File: src/rtl/reg_scoreboard.sv
// reg_scoreboard: GPR write-pending scoreboard for a pipelined core.
// Each register 1..31 has a 2-bit count of in-flight writers and the
// remaining Tnew of the newest writer. Decode queries two sources and gets
// busy/tnew back, plus a stall decision against the sources' Tuse.
// Optional build macro: REG_SCOREBOARD_TRACE_EN prints one line per
// accepted issue and per commit to a nonzero register.
module reg_scoreboard (
  input  logic       clk,
  input  logic       reset,
  input  logic       issue_valid,
  input  logic [4:0] issue_rd,
  input  logic [2:0] issue_lat,
  output logic       issue_ready,
  input  logic       commit_valid,
  input  logic [4:0] commit_rd,
  input  logic [4:0] query_rs,
  input  logic [4:0] query_rt,
  input  logic       use_rs,
  input  logic       use_rt,
  input  logic [1:0] rs_tuse,
  input  logic [1:0] rt_tuse,
  output logic       rs_busy,
  output logic       rt_busy,
  output logic [2:0] rs_tnew,
  output logic [2:0] rt_tnew,
  output logic       stall,
  output logic       err_underflow
);

  logic [1:0] cnt      [32];
  logic [2:0] tnew     [32];
  logic [1:0] cnt_nxt  [32];
  logic [2:0] tnew_nxt [32];
  logic       err_nxt;
  logic       iss_acc;
  logic       cmt_act;
  logic       same_reg;

  // A full counter on the destination back-pressures the issue.
  assign issue_ready = !((issue_rd != 5'd0) && (cnt[issue_rd] == 2'd3));
  assign iss_acc     = issue_valid && issue_ready && (issue_rd != 5'd0);
  assign cmt_act     = commit_valid && (commit_rd != 5'd0);
  assign same_reg    = iss_acc && cmt_act && (issue_rd == commit_rd);

  // Next-state for every register: age tnew, then apply issue/commit.
  always_comb begin
    err_nxt = err_underflow;
    for (int r = 0; r < 32; r++) begin
      cnt_nxt[r]  = cnt[r];
      tnew_nxt[r] = (tnew[r] != 3'd0) ? tnew[r] - 3'd1 : 3'd0;
    end
    for (int r = 1; r < 32; r++) begin
      if (same_reg && (issue_rd == 5'(r))) begin
        // One writer retires while another enters: count is unchanged.
        tnew_nxt[r] = issue_lat;
      end else if (iss_acc && (issue_rd == 5'(r))) begin
        cnt_nxt[r]  = cnt[r] + 2'd1;
        tnew_nxt[r] = issue_lat;
      end else if (cmt_act && (commit_rd == 5'(r))) begin
        if (cnt[r] != 2'd0) begin
          cnt_nxt[r] = cnt[r] - 2'd1;
          if (cnt[r] == 2'd1) tnew_nxt[r] = 3'd0;
        end
      end
    end
    if (cmt_act && !same_reg && (cnt[commit_rd] == 2'd0)) err_nxt = 1'b1;
    cnt_nxt[0]  = 2'd0;
    tnew_nxt[0] = 3'd0;
  end

  // Register state; synchronous reset discards same-cycle issue/commit.
  always_ff @(posedge clk) begin
    if (reset) begin
      for (int r = 0; r < 32; r++) begin
        cnt[r]  <= 2'd0;
        tnew[r] <= 3'd0;
      end
      err_underflow <= 1'b0;
    end else begin
      for (int r = 0; r < 32; r++) begin
        cnt[r]  <= cnt_nxt[r];
        tnew[r] <= tnew_nxt[r];
      end
      err_underflow <= err_nxt;
    end
  end

  assign rs_busy = (query_rs != 5'd0) && (cnt[query_rs] != 2'd0);
  assign rt_busy = (query_rt != 5'd0) && (cnt[query_rt] != 2'd0);
  assign rs_tnew = (query_rs != 5'd0) ? tnew[query_rs] : 3'd0;
  assign rt_tnew = (query_rt != 5'd0) ? tnew[query_rt] : 3'd0;
  assign stall   = (use_rs && rs_busy && (rs_tnew > {1'b0, rs_tuse})) ||
                   (use_rt && rt_busy && (rt_tnew > {1'b0, rt_tuse}));

`ifdef REG_SCOREBOARD_TRACE_EN
  // Event trace showing the post-update count.
  always_ff @(posedge clk) begin
    if (!reset) begin
      if (iss_acc)
        $display("%0t ISS r%0d cnt=%0d", $time, issue_rd, cnt_nxt[issue_rd]);
      if (cmt_act)
        $display("%0t CMT r%0d cnt=%0d", $time, commit_rd, cnt_nxt[commit_rd]);
    end
  end
`endif

endmodule

File: config.mk
export PLATFORM = sky130hd
export DESIGN_NAME = reg_scoreboard
export DESIGN_NICKNAME = d
export VERILOG_FILES = /design/src/rtl/reg_scoreboard.sv
export SDC_FILE = /design/constraint.sdc
export NUM_CORES = 1
export LEC_CHECK = 0
export CAP_MARGIN = 10
export CORE_MARGIN = 2
export CORE_UTILIZATION = 53
export CTS_BUF_LIST = sky130_fd_sc_hd__clkbuf_4 sky130_fd_sc_hd__clkbuf_8
export CTS_CLUSTER_DIAMETER = 200
export DETAILED_ROUTE_END_ITERATION = 10
export GPL_ROUTABILITY_DRIVEN = 0
export GPL_TIMING_DRIVEN = 0
export MAX_ROUTING_LAYER = met4
export PLACE_DENSITY = 0.7
export SYNTH_ARGS = -nofsm -noshare
export SYNTH_HDL_FRONTEND = slang
export SYNTH_SLANG_ARGS = --single-unit
export TNS_END_PERCENT = 10
File: constraint.sdc
create_clock -name clk -period 6.5 [get_ports clk]
set_input_delay 1.3 -clock clk [delete_from_list [all_inputs] [get_ports clk]]
set_output_delay 1.3 -clock clk [all_outputs]
set_load 0.01 [all_outputs]
; Word-level counts from Yosys, hierarchy flattened
; Memory sizes are Yosys's and may differ from the RTL's.
; Index checks and enable logic that the tools add are counted.
[word_totals]
ff_bits = 1
elab_cells = 815
mem_count = 2
ram_bits = 160
in_bits = 33
out_inout_bits = 11
[classes]
muxes = 379
n_reduce_logical = 179
magnitude_cmp = 2
n_bitwise = 64
eq_ne = 95
add_sub_neg = 93
[mem_list]
columns = memory, words, width, read_ports, rd_ports_with_merged_regs, write_ports, line_no
row1 = tnew, 32, 3, 33, 0, 32, 31  ; logic [2:0] tnew [32];
row2 = cnt, 32, 2, 35, 0, 32, 30  ; logic [1:0] cnt [32];
[ops]
columns = operator, n
row1 = 3-bit two-way mux, 220
row2 = 2-bit two-way mux, 156
row3 = "5-bit == test, second input constant", 32
row4 = 1-bit logical AND, 107
row5 = 3-bit nonzero test, 31
row6 = "3-bit by 1-bit subtractor with 3-bit output, second input constant", 31
row7 = "5-bit by 4-bit == test with 1-bit output, second input constant", 16
row8 = 2-bit nonzero test, 33
row9 = 1-bit OR, 64
row10 = "2-bit by 1-bit adder with 2-bit output, second input constant", 31
row11 = "2-bit by 1-bit == test with 1-bit output, second input constant", 31
row12 = "2-bit by 1-bit subtractor with 2-bit output, second input constant", 31
row13 = "5-bit by 3-bit == test with 1-bit output, second input constant", 8
row14 = "5-bit by 2-bit == test with 1-bit output, second input constant", 4
row15 = 5-bit nonzero test, 4
row16 = "5-bit by 1-bit == test with 1-bit output, second input constant", 2
row17 = 3-bit by 2-bit > comparator with 1-bit output, 2
row18 = 5-bit == test, 1
row19 = 1-bit two-way mux, 3
row20 = "2-bit == test, second input constant", 1
row21 = 1-bit logical NOT, 2
row22 = 2-bit logical NOT, 1
row23 = 1-bit logical OR, 1

; Longest topological paths before layout
; Gate-level depths: netlist (run 1).
; An unclocked memory read counts as a cell.
[depth]
word_depth = 11
mapped_depth = 11

; Worst setup path after synthesis (run 1)
; No wires, ideal clock.
[synth_path]
path_type = input to output
startpoint = input port query_rs[0]
endpoint = output port stall
arrival_ps = 4485
path_buffers = 2
path_slack_ps = 715
t_required_ps = 5200
stages = 10
path_cell_list = buf_1 -> clkbuf_1 -> mux4_2 -> mux4_2 -> mux2_2 -> ha_1 -> a21oi_1 -> a21oi_1 -> o31a_1 -> a32o_1
[synth_lines]
columns = element, line_no
row1 = "start, declared", 16  ; input logic [4:0] query_rs,
row2 = memory 32 x 3 bit or 5-bit nonzero test (tied branches), -
row3 = 3-bit two-way mux (*), 90  ; assign rs_tnew = (query_rs != 5'd0) ? tnew[query_rs] : 3'd0;
row4 = net rs_tnew[1], 24  ; output logic [2:0] rs_tnew,
row5 = 3-bit by 2-bit > comparator with 1-bit output (*), 92  ; assign stall = (use_rs && rs_busy && (rs_tnew > {1'b0, rs_tuse})) ||
row6 = 1-bit logical AND (*), 92
row7 = 1-bit logical OR (*), 92
row8 = "end, declared", 26  ; output logic stall,
; The timed path passes the listed nets; every way through them passes the cells marked *.

; Worst setup path in the final report (run 1)
[layout_path]
startpoint = input port issue_rd[0]
endpoint = output port issue_ready
[layout_via]
elab_chain_len = 4
[layout_lines]
columns = element, line_no
row1 = "start, declared", 11  ; input logic [4:0] issue_rd,
row2 = memory 32 x 2 bit, -
row3 = 2-bit == test, 40  ; assign issue_ready = !((issue_rd != 5'd0) && (cnt[issue_rd] == 2'd3));
row4 = 1-bit logical AND (*), 40
row5 = 1-bit logical NOT (*), 40
row6 = "end, declared", 13  ; output logic issue_ready,
; Mark *: on every way between the ends. The rest lies on a longest branch, timed or not.

==> impl_metrics.env, run 1 <==
export IMPL_path_max_fanout=10
export IMPL_clkTransAtPathRegs_ps=100
export IMPL_final_cell_mix="nor2_1 (202), nand2_1 (172), dfxtp_1 (156), a21oi_1 (131), mux4_2 (87)"
export IMPL_synth_top_family_by_area="simple AND/OR/NAND/NOR gates"
export IMPL_cp_arrival_ps=5060
export IMPL_cts_buffers=17
export IMPL_hold_buffers=0
export IMPL_clockBufferDepth=2
export IMPL_start_util=0.535
export IMPL_cts_htree_levels=4
export IMPL_hp_class="flip-flop to flip-flop"
export IMPL_skew_ps=16.5
export IMPL_layout_min_cycle_time_ps=6360
export IMPL_cts_root_buf="clkbuf_8"
export IMPL_synth_fa_ha_area_frac=0.0640
export IMPL_power_frac_comb=0.151
export IMPL_start_kind="input pin"
export IMPL_yosys_area_top_type_share=0.242
export IMPL_vias=13700
export IMPL_dpl_cell_area_sq_um=13700
export IMPL_rows=57
export IMPL_synth_area_leaders="dfxtp_1 (24%), mux4_2 (15%), ha_1 (6.4%)"
export IMPL_die_area_sq_um=25600
export IMPL_place_ws_ps=-941
export IMPL_crit_path_max_incr_delay_ps=690
export IMPL_dr_pass1_iters=6
export IMPL_yosys_area_share_simple=0.224
export IMPL_netlist_area_sq_um=12900
export IMPL_switching_share=0.326
export IMPL_seqPwrFrac=0.473
export IMPL_grt_overflow_total=0
export IMPL_syn_area_per_cell_sq_um=8.27
export IMPL_gr_usage_met2=0.543
export IMPL_cellPowerDensity_nw_per_um2=146
export IMPL_outcome="completed"
export IMPL_hold_viol_final=0
export IMPL_fp_dieW_microns=160
export IMPL_post_route_period_util=0.978
export IMPL_layout_setup_ws_ps=145
export IMPL_grt_max_degree=17
export IMPL_synth_cell_types=76
export IMPL_crit_path_end_kind="output port"
export IMPL_leakage_nw=4.88
export IMPL_wl_per_cell_microns=25.6
export IMPL_synth_seq_cells=156
export IMPL_synthCells=1559
export IMPL_busiest_layer="met2"
export IMPL_synth_xor_xnor_area_share=0.00883
export IMPL_post_route_util=0.586
export IMPL_hold_ws_ps=505
export IMPL_fin_area_sq_um=14100
export IMPL_vias_per_cell=7.02
export IMPL_final_common_cell="nor2_1"
export IMPL_grt_pass1_vias=12600
export IMPL_antenna_found_initial=0
export IMPL_finalMaxSlewViolations=0
export IMPL_crit_family="buffers and inverters"
export IMPL_track_usage=0.397
export IMPL_async_reset_ff_frac=0
export IMPL_place_hpwl_mm=37.8
export IMPL_grtUsageMet3=0.118
export IMPL_fmax_ghz=0.157
export IMPL_synth_mux_area_frac=0.219
export IMPL_io_buffers=35
export IMPL_tightest_slew_ps=1120
export IMPL_drive_gt1_frac=0.122
export IMPL_nFillCells=2292
export IMPL_cp_cell_sequence="clkdlybuf4s50_1 > mux4_2 > mux2i_1 > and2_1 > clkbuf_1 > a21oi_1 > buf_2 > buf_2 > nor2_1 > clkdlybuf4s50_1"
export IMPL_cap_violations=0
export IMPL_fp_dieH_microns=160
export IMPL_synth_edf_count=0
export IMPL_synth_compound_area_share=0.187
export IMPL_drc=0
export IMPL_clockPowerShare=0.376
export IMPL_yosysSeqAreaShare=0.242
export IMPL_slowest_stage="mux2i_1"
export IMPL_setup_viol=0
export IMPL_grt_pass1_wl_mm=74.7
export IMPL_cts_sinks=156
export IMPL_clkLatencyLatePin_ps=490
export IMPL_coreArea_sq_um=24100
export IMPL_criticalPathCategory="input pin to output port"
export IMPL_switchingPower_uw=673
export IMPL_ios=44
export IMPL_crit_buf_inv=5
export IMPL_rsz0062_at_grt="false"
export IMPL_drtAntennaViolNets=0
export IMPL_p_int_mw=1.39
export IMPL_final_nets=1713
export IMPL_ys_flop_type="dfxtp_1"
export IMPL_synthesis_nets=1658
export IMPL_fin_total_pwr_mw=2.06
export IMPL_first_iter_violations=2188
export IMPL_yosysWarningCount=0
export IMPL_wl_mm=49.9
export IMPL_ir_worst_vdd_mv=0.128
export IMPL_area_growth_pct=9.58
export IMPL_slew_limit_headroom=0.248
export IMPL_cts_tree="built"
export IMPL_grt_util_met1=0.530
export IMPL_required_ps=5200
export IMPL_synth_top_cell_by_area="dfxtp_1"
## layout make-up
type / instances / area, sq um / share of cell area
antenna: 1 / 2.50 / 0.000177
buffer: 101 / 482 / 0.0341
clock buffer: 18 / 241 / 0.0171
clock inverter: 14 / 156 / 0.0111
inverter: 82 / 308 / 0.0218
multi-input combinational: 1220 / 9050 / 0.641
sequential: 156 / 3120 / 0.221
tap: 324 / 405 / 0.0287
timing repair buffer: 36 / 360 / 0.0255
## timing repair
action	in CTS	in global routing
buffers inserted	0	0
gates resized for setup	22	14
endpoints found under the setup margin	3	2
## per-layer routing
metal	vias to the layer above	wire, microns
li1	5906	-
met3	249	7970
met2	1172	20100
met5	-	0
met1	6379	18800
met4	0	2970
## power groups by stage
stage | sequential (mW) | combinational [mW] | clock (mW)
5_1_grt | 0.976 | 0.325 | 0.814
2_1_floorplan | 0.992 | 0.180 | 0
3_5_place_dp | 0.997 | 0.294 | 0
3_3_place_gp | 0.996 | 0.291 | 0
4_1_cts | 0.974 | 0.298 | 0.775
6_report | 0.975 | 0.312 | 0.777
## kinds of logic (layout without fill, tap and decap cells)
logic type,Yosys count,after routing
compound gates,357,357
xor+xnor,13,13
fa+ha+maj,66,66
buf+inv,183,251
flops,156,156
mux,168,168
other cells,0,1
simple gates,616,616
## per-stage QoR
| step | TNS, ps | instances |
|---|---|---|
| final | 0 | 1952 |
| after CTS | 0 | 1950 |
| after floorplan | 0 | 1559 |
| after global routing | 0 | 1951 |
| after detailed placement | -988 | 1918 |
| after global placement | -966 | 1918 |
## worst min-delay path: cells and delay by family (launching register included)
kind / cells / cell delay [ps]
DFF: 1 / 350
AOI/OAI and AO/OA: 1 / 50
and+or+nand+nor: 1 / 60
## registers in the layout (all words and copies together), names as in the netlist
name	count
cnt	62
tnew	93
err_underflow	1
## cell usage after synthesis, drive strengths merged (11+ instances only)
cell type    n
clkbuf      81
nand3       68
dfxtp      156
a21oi      131
o2111ai     14
a211o       11
inv         82
o21ai       44
nor3b       20
a211oi      27
mux4        87
buf         20
ha          66
nor3        55
mux2i       42
nor4        22
mux2        39
nor2       202
or3         12
nand2      172
## final timing paths
check,start,to,slack (ps),cells past startpoint
min reg2reg,cnt[15][1]$_SDFFE_PP0P_,cnt[15][1]$_SDFFE_PP0P_,510,2
min,cnt[15][1]$_SDFFE_PP0P_,cnt[15][1]$_SDFFE_PP0P_,510,2
max,issue_rd[0],issue_ready,140,10
max reg2reg,cnt[13][1]$_SDFFE_PP0P_,cnt[3][1]$_SDFFE_PP0P_,3050,9
No activity file was read; power rests on OpenSTA's default activity.
==> inputs of run 2 (changes only) <==
- SKIP_LAST_GASP: unset -> 1
==> run 2 against run 1 <==
Net effect: combinational power about the same; non-clock buffer count unchanged; cell count hardly changed; via count down 0.51%; sequential share of layout area is essentially flat; largest cell class unchanged.
==> impl_metrics.env, run 2 (synthesis results as in run 1) <==
export IMPL_die_area_sq_um=25600
export IMPL_vias_per_cell=6.99
export IMPL_clkLatencyLatePin_ps=500
export IMPL_fp_dieW_microns=160
export IMPL_drc=0
export IMPL_area_growth_pct=9.46
export IMPL_coreArea_sq_um=24100
export IMPL_antenna_cells=0
export IMPL_crit_start="query_rs[0]"
export IMPL_rrSetupSlack_ps=3040
export IMPL_rows=57
export IMPL_place_hpwl_mm=37.8
export IMPL_nFillCells=2292
export IMPL_fmax_ghz=0.155
export IMPL_grt_max_degree=17
export IMPL_hp_class="flip-flop to flip-flop"
export IMPL_crit_end="stall"
export IMPL_clkTransAtPathRegs_ps=100
export IMPL_drive_gt1_frac=0.122
export IMPL_leakage_nw=4.86
export IMPL_criticalPathCategory="input pin to output port"
export IMPL_final_common_cell="nor2_1"
export IMPL_finalMaxSlewViolations=0
export IMPL_first_iter_violations=2186
export IMPL_largest_register_ffs=93
export IMPL_start_util=0.535
export IMPL_wl_per_cell_microns=25.5
export IMPL_setup_viol=0
export IMPL_layout_min_cycle_time_ps=6450
export IMPL_crit_path_end_kind="output port"
export IMPL_dpl_cell_area_sq_um=13700
export IMPL_grt_pass1_wl_mm=74.7
export IMPL_cts_sinks=156
export IMPL_hold_viol_final=0
export IMPL_wl_mm=49.8
export IMPL_cts_htree_levels=4
export IMPL_clockBufferDepth=2
export IMPL_reg2regPathDepth=9
export IMPL_multi_input_area_sq_um=9050
export IMPL_skew_ps=18.5
export IMPL_reg_largest_list="tnew: 93 flops, cnt: 62 flops, err_underflow: 1 flops"
export IMPL_cp_arrival_ps=5150
export IMPL_drtAntennaViolNets=0
export IMPL_dr_pass1_iters=6
export IMPL_cts_setup_buffers=0
export IMPL_r2r_start="cnt[13][1]$_SDFFE_PP0P_"
export IMPL_cts_tree="built"
export IMPL_start_kind="input pin"
export IMPL_rsz0062_at_grt="true"
export IMPL_ir_worst_vdd_mv=0.128
export IMPL_outcome="completed"
export IMPL_final_nets=1713
export IMPL_final_cell_mix="nor2_1 (202), nand2_1 (172), dfxtp_1 (156), a21oi_1 (131), mux4_2 (87)"
export IMPL_ios=44
export IMPL_cap_violations=0
export IMPL_slew_limit_headroom=0.229
export IMPL_path_max_fanout=10
export IMPL_fp_dieH_microns=160
export IMPL_fin_area_sq_um=14100
export IMPL_hold_buffers=0
export IMPL_cts_buffers=17
export IMPL_rr_endpoint="cnt[3][1]$_SDFFE_PP0P_"
export IMPL_cellPowerDensity_nw_per_um2=146
export IMPL_io_buffers=35
export IMPL_regArea_sq_um=3120
export IMPL_regMostFlops="tnew"
export IMPL_tightest_slew_ps=1150
export IMPL_cts_root_buf="clkbuf_8"
export IMPL_required_ps=5200
export IMPL_final_setup_tns_ps=0
export IMPL_antenna_found_initial=0
export IMPL_track_usage=0.397
export IMPL_grt_pass1_vias=12600
export IMPL_post_route_period_util=0.992
export IMPL_vias=13600
export IMPL_grt_overflow_total=0
-- run 2: power breakdown --
| part | switching (mW) | internal, mW | total, mW |
|---|---|---|---|
| logic | 0.206 | 0.105 | 0.311 |
| registers | 0.0128 | 0.963 | 0.975 |
| clock network | 0.455 | 0.322 | 0.777 |
| total | 0.674 | 1.39 | 2.06 |
-- run 2: timing repair --
action | 4_1_cts | 5_1_grt
pin swaps | 0 | 0
endpoints found under the setup margin | 3 | 2
endpoints found under the hold margin | 0 | 0
resized for setup | 22 | 9
-- run 2: layer usage --
layer | part of all wire | GRT usage
met1 | 0.38 | 0.530
met5 | 0 | -
met3 | 0.16 | 0.118
met4 | 0.063 | 0.206
met2 | 0.40 | 0.543
-- run 2: worst min path at each step --
stage                                  startpoint                 endpoint  depth (start not counted)
final                     cnt[15][1]$_SDFFE_PP0P_  cnt[15][1]$_SDFFE_PP0P_                          2
after global routing      cnt[11][1]$_SDFFE_PP0P_  cnt[11][1]$_SDFFE_PP0P_                          2
after CTS                 cnt[15][1]$_SDFFE_PP0P_  cnt[15][1]$_SDFFE_PP0P_                          2
after detailed placement  cnt[15][1]$_SDFFE_PP0P_  cnt[15][1]$_SDFFE_PP0P_                          2
after global placement    cnt[15][1]$_SDFFE_PP0P_  cnt[15][1]$_SDFFE_PP0P_                          2
after floorplan           cnt[12][1]$_SDFFE_PP0P_  cnt[12][1]$_SDFFE_PP0P_                          2
-- run 2: area by class of cell --
cell class,instances,area share
clock buffer,18,0.0171
timing repair buffer,36,0.0253
multi-input combinational,1220,0.641
inverter,82,0.0218
clock inverter,14,0.0111
tap,324,0.0287
sequential,156,0.221
buffer,101,0.0334
-- run 2: stage by stage --
step                instances  worst slack, ps   util  hold WS [ps]  power (mW)
floorplan                1559              715      -           458        1.17
global placement         1918             -928  0.566           478        1.29
detailed placement       1918             -941  0.566           485        1.29
CTS                      1950             8.40  0.585           499        2.05
global route             1951            -65.5  0.586           546        2.11
finish                   1951             50.9  0.586           505        2.06
-- run 2: critical path: stages --
cell             delay [ps]
clkdlybuf4s50_1         580
buf_6                   240
clkbuf_8                240
mux4_2                  520
mux4_2                  520
mux2_2                  320
ha_1                    300
a21oi_1                 140
a21oi_1                  60
o31a_1                  240
a32o_1                  200
clkdlybuf4s50_1         480
